==> src/rtl/loader_pkg.sv <==
// Shared types and sizing for the boot-time program loader.
package loader_pkg;

  localparam int DEF_ADDR_W = 10;
  localparam int DEF_DEPTH  = 1 << DEF_ADDR_W;
  localparam int LEN_W      = 16;

  typedef enum logic [2:0] {
    S_IDLE,
    S_LEN_LO,
    S_LEN_HI,
    S_DATA,
    S_CHECK,
    S_DONE,
    S_ERR
  } state_t;

endpackage

==> src/rtl/word_assembler.sv <==
// Packs accepted bytes little-endian into 32-bit words and keeps a running XOR checksum.
// word_ready is combinational on the 4th byte; word holds the full word the following cycle. Never stalls.
module word_assembler (
  input  logic        clk,
  input  logic        rst_n,
  input  logic        clear,
  input  logic        byte_en,
  input  logic [7:0]  byte_dat,
  output logic [31:0] word,
  output logic [7:0]  csum,
  output logic        word_ready
);

  logic [1:0] byte_cnt;

  assign word_ready = byte_en && (byte_cnt == 2'd3);

  always_ff @(posedge clk or negedge rst_n) begin
    if (!rst_n) begin
      word     <= '0;
      csum     <= '0;
      byte_cnt <= '0;
    end else if (clear) begin
      word     <= '0;
      csum     <= '0;
      byte_cnt <= '0;
    end else if (byte_en) begin
      // Shift right so the first byte of a word ends up in bits [7:0].
      word     <= {byte_dat, word[31:8]};
      csum     <= csum ^ byte_dat;
      byte_cnt <= byte_cnt + 2'd1;
    end
  end

endmodule

==> src/rtl/prog_loader.sv <==
// Receives a length/data/checksum byte frame and writes the image into instruction memory, holding the core in reset until verified.
// Memory write lands 1 cycle after a word's 4th byte; BYTE_READY is high in every receiving state and never stalls.
module prog_loader
  import loader_pkg::*;
#(
  parameter int ADDR_W = DEF_ADDR_W,
  parameter int DEPTH  = 1 << ADDR_W
) (
  input  logic              CLK,
  input  logic              RESET_N,
  input  logic              START,
  input  logic [7:0]        BYTE_IN,
  input  logic              BYTE_VALID,
  output logic              BYTE_READY,
  output logic              MEM_WE,
  output logic [ADDR_W-1:0] MEM_ADDR,
  output logic [31:0]       MEM_WDATA,
  output logic              CORE_RESET_N,
  output logic              DONE,
  output logic              ERROR
);

  state_t            state;
  logic [LEN_W-1:0]  n_len;
  logic [LEN_W-1:0]  widx;
  logic [LEN_W-1:0]  len_full;
  logic [7:0]        csum;
  logic              accept;
  logic              data_en;
  logic              word_done;
  logic              len_bad;

  assign BYTE_READY = ((state == S_LEN_LO) || (state == S_LEN_HI) ||
                       (state == S_DATA)   || (state == S_CHECK)) && !START;
  assign accept     = BYTE_VALID && BYTE_READY;
  assign data_en    = accept && (state == S_DATA);
  assign len_full   = {BYTE_IN, n_len[7:0]};
  assign len_bad    = (len_full == '0) || (int'(len_full) > DEPTH);

  word_assembler u_asm (
    .clk        (CLK),
    .rst_n      (RESET_N),
    .clear      (START),
    .byte_en    (data_en),
    .byte_dat   (BYTE_IN),
    .word       (MEM_WDATA),
    .csum       (csum),
    .word_ready (word_done)
  );

  always_ff @(posedge CLK or negedge RESET_N) begin
    if (!RESET_N) begin
      state        <= S_IDLE;
      n_len        <= '0;
      widx         <= '0;
      MEM_WE       <= 1'b0;
      MEM_ADDR     <= '0;
      CORE_RESET_N <= 1'b0;
      DONE         <= 1'b0;
      ERROR        <= 1'b0;
    end else if (START) begin
      state        <= S_LEN_LO;
      n_len        <= '0;
      widx         <= '0;
      MEM_WE       <= 1'b0;
      MEM_ADDR     <= '0;
      CORE_RESET_N <= 1'b0;
      DONE         <= 1'b0;
      ERROR        <= 1'b0;
    end else begin
      MEM_WE <= word_done;
      case (state)
        S_LEN_LO: begin
          if (accept) begin
            n_len[7:0] <= BYTE_IN;
            state      <= S_LEN_HI;
          end
        end
        S_LEN_HI: begin
          if (accept) begin
            n_len[15:8] <= BYTE_IN;
            if (len_bad) begin
              state <= S_ERR;
              ERROR <= 1'b1;
            end else begin
              state <= S_DATA;
            end
          end
        end
        S_DATA: begin
          // Address is captured with the strobe so it is stable during the write cycle.
          if (word_done) begin
            MEM_ADDR <= widx[ADDR_W-1:0];
            widx     <= widx + LEN_W'(1);
            if (widx == n_len - LEN_W'(1)) begin
              state <= S_CHECK;
            end
          end
        end
        S_CHECK: begin
          if (accept) begin
            if (BYTE_IN == csum) begin
              state        <= S_DONE;
              DONE         <= 1'b1;
              CORE_RESET_N <= 1'b1;
            end else begin
              state <= S_ERR;
              ERROR <= 1'b1;
            end
          end
        end
        default: ;
      endcase
    end
  end

endmodule

==> config.mk <==
export PLATFORM = sky130hd
export DESIGN_NAME = prog_loader
export DESIGN_NICKNAME = d
export VERILOG_FILES = /design/src/rtl/loader_pkg.sv /design/src/rtl/word_assembler.sv /design/src/rtl/prog_loader.sv
export SDC_FILE = /design/constraint.sdc
export NUM_CORES = 1
export LEC_CHECK = 0
export BUFFER_PORTS_ARGS = -buffer_cell sky130_fd_sc_hd__buf_2
export CORE_ASPECT_RATIO = 1.75
export CORE_UTILIZATION = 25
export CTS_CLUSTER_DIAMETER = 100
export DETAILED_ROUTE_END_ITERATION = 10
export GPL_TIMING_DRIVEN = 0
export HOLD_SLACK_MARGIN = 0.12
export PLACE_DENSITY = 0.37
export SETUP_SLACK_MARGIN = 0.05
export SKIP_LAST_GASP = 1
export SLEW_MARGIN = 20
export SYNTH_ARGS = -nofsm -noshare
export SYNTH_HDL_FRONTEND = slang
export SYNTH_HIERARCHICAL = 1
export SYNTH_SLANG_ARGS = --single-unit
export TNS_END_PERCENT = 5
==> constraint.sdc <==
create_clock -name CLK -period 3.74 [get_ports CLK]
set_clock_uncertainty 0.1 [all_clocks]
set_input_delay 0 -clock CLK [delete_from_list [all_inputs] [get_ports CLK]]
set_output_delay 0 -clock CLK [all_outputs]
set_load 0.01 [all_outputs]
==> key figures <==
Clock network
  • Clock Tree Root: clkbuf_16
  • CTS Buf Count: 9
  • Clock transition at path regs: about 0.06 ns
  • CTS Buffer Depth: 2
  • CTS H-Tree Depth: 3
  • Clock latency on the worst-skew pair: ~0.34 ns
  • Setup bufs post-CTS: 0
  • Clk sinks: 90
  • CTS tree: done

Detailed routing
  • Routed wire length: 12700 um
  • # DRC: 0
  • WL per Instance: 16.2 um
  • Vias/cell: approximately 4.5
  • Total iterations of the first detailed-routing run: 4
  • Via count: 3573
  • Routed Antenna Nets: 0
  • Number of DRC markers in iteration 0: 139

Timing
  • Sum of negative setup slack: 0 ns
  • Relative slew slack: 0.400
  • Max frequency: approximately 290 MHz
  • Final WS setup: 0.295 ns
  • Max-slew violations: 0
  • Final Cycle Share: 0.921
  • Fin. Hold Viols: 0
  • Worst slew pin tran: 0.893 ns
  • Final setup vio count: 0
  • RSZ-0062 raised after global routing: false
  • Crit path time final: 3.44 ns

Outcome
  • Run status: finished clean

Finish
  • Most common cell after layout, fill and taps aside: dfrtp_1
  • Share of post-route cells with drive strength above 1: 0.185
  • Area growth, synth to finish: 23.4%
  • Fillers: between 1500 and 2000
  • Fin util: 0.315
  • Most frequent cells in the layout: dfrtp_1, nand2_1, buf_2
  • Final instance area: 5690 um^2
  • Net count, final: roughly 570
  • Ant diodes: 0

Global routing
  • Vias in the first global route: approximately 3700
  • Initial antenna violation count: 0
  • GR Util met2: 0.285
  • Global-route wire length before repair: approximately 21000 um
  • Largest net degree at the start of global routing: 70
  • Global route hottest layer: met2
  • GRT overflow: 0
  • Met1 Track Usage GR: 0.150
  • Global-route usage over all layers: 0.145
  • Grt met3 use: 0.0165

Logic synthesis
  • Post-synth ARST share: 1.00
  • Register area share after synthesis: 0.488
  • Ys Warns: 6
  • Syn Inst Count: 469
  • Top FF cell, synth: dfrtp_1
  • Netlist cell types: 48
  • Syn_nets: 485
  • Mapped Avg Cell Area: 9.83 um^2
  • Number of synthesized flops with an enable pin: 0
  • FF+latch count, synth: 90
  • Mapped Area: approximately 4600 um^2

Floorplanning
  • Core area: 18100 um^2
  • Chip width: around 100 um
  • I/O pins: 59
  • Row count: 65
  • Die area: 19000 um^2
  • Die H: around 180 um
  • Initial Util: 0.255

Placement
  • Setup WS pre-CTS: -0.103 ns
  • Area of placed instances: 5220 um^2
  • Post-DP HPWL: roughly 9600 um
  • # port buffers: 57
  • RePlAce Congestion: 0.759

Worst setup path
  • Critical Path Max Stage Delay: 0.46 ns
  • Worst endpoint data arrival time: roughly 3.6 ns
  • Required @ worst endpoint: 3.89 ns
  • Critical Path End Type: register
  • CP max stage cell: dfrtp_1
  • Worst path top cell family by delay: simple AND/OR/NAND/NOR gates
  • Crit path launch type: register
  • FF-to-FF setup slack: 0.30 ns
  • Crit path kind: reg -> reg
  • WP buf/inv: 4
  • Worst path cell trace: inv_1 -> nand2_1 -> nor3_1 -> buf_6 -> buf_4 -> and2_1 -> and3_1 -> clkbuf_1 -> nand4_1 -> nor4_4 -> o2111ai_1 -> o31a_1 -> o32ai_2
  • Max FO, Critical Path: 10

Pwr
  • Tot Pwr: 0.00234 W
  • LEAKAGE: approximately 2.5 nW
  • Worst vdd ir: 269 uV
  • PwrDens: 412 nW/um^2

Run
  • MaxCap Viol Count: 0

Worst hold path
  • Worst Hold Class: in -> async
final timing paths:
path	from	to	depth (start not counted)
min	RESET_N	MEM_ADDR[0]$_DFFE_PN0P_	3
min in group CLK	n_len[15]$_DFFE_PN0P_	n_len[15]$_DFFE_PN0P_	2
min reg2reg	n_len[15]$_DFFE_PN0P_	n_len[15]$_DFFE_PN0P_	2
max in group asynchronous	RESET_N	widx[11]$_DFFE_PN0P_	3
max reg2reg	state[2]$_DFFE_PN0P_	state[2]$_DFFE_PN0P_	13
max	state[2]$_DFFE_PN0P_	state[2]$_DFFE_PN0P_	13
metal layers:
metal / vias to the layer above / wire (um)
met5: - / 0
met4: 0 / 333
met3: 16 / 302
met2: 72 / 7250
met1: 1744 / 4810
li1: 1741 / -
synthesized netlist by cell type, types with 2 or more instances:
master	count	area (um^2)
nor2_1	57	214
inv_1	7	26.3
nand2_1	63	236
and3_1	4	25.0
buf_6	5	56.3
o31a_1	2	17.5
nand3_1	11	55.1
nor3b_1	2	15.0
xor2_1	20	175
a21oi_1	26	130
a21bo_1	6	60.1
a21bo_2	2	20.0
mux2i_1	35	350
buf_2	3	15.0
or4_1	2	15.0
clkbuf_1	20	75.1
dfrtp_1	90	2250
nor2b_1	2	12.5
a31oi_1	2	12.5
nand3b_1	8	60.1
buf_4	2	15.0
nor4_1	8	50.1
o21ai_0	14	70.1
nor3_1	5	25.0
nand4_1	7	43.8
xnor2_1	28	245
or3_1	4	25.0
and2_1	2	12.5
a21boi_0	2	15.0
nand2b_1	3	18.8
a21oi_2	7	61.3
ha_1	4	50.1
report_power, final:
part	switching [W]	total, W	internal, W	leakage, nW
registers	0.0000308	0.00103	0.000995	1.24
clock network	0.000373	0.00103	0.000661	0.160
logic	0.000169	0.000285	0.000116	1.10
through the flow:
step / hold WS (ns) / instances
global route: 0.141 / 786
finish: 0.114 / 786
global placement: 0.183 / 760
CTS: 0.131 / 787
floorplan: -0.396 / 469
detailed placement: -0.230 / 761
final cells by class:
class,count,area [um^2],share of cell area
multi-input combinational,341,2180,0.383
clock inverter,3,90.1,0.0158
clock buffer,10,239,0.0420
timing repair buffer,71,444,0.0781
sequential,90,2250,0.396
buffer,30,164,0.0288
tap,234,293,0.0515
inverter,7,26.3,0.00462
registers in the layout, summed over array words and instances, names as in the netlist, 2 cells and up:
name,flops
MEM_ADDR,10
n_len,16
state,3
u_asm/byte_cnt,2
u_asm/csum,8
u_asm/word,32
widx,16
cells by family after synthesis:
logic type | share of synthesized area
xor+xnor | 0.0912
compound gates | 0.0950
flops | 0.488
simple gates | 0.197
mux | 0.0760
buf+inv | 0.0418
fa+ha+maj | 0.0109
tightest hold or removal path, delay by kind of cell:
family                 cells  cell delay (ns)
buffers and inverters      3             0.95
timing repair:
| action | in CTS | in global routing |
|---|---|---|
| setup endpoints to repair | 3 | 5 |
| hold buffers | 13 | 0 |
| resized for setup | 1 | 4 |
| cloned | 0 | 0 |
| hold endpoints to repair | 125 | 0 |
Note: power is estimated with default switching activity, not from simulation.
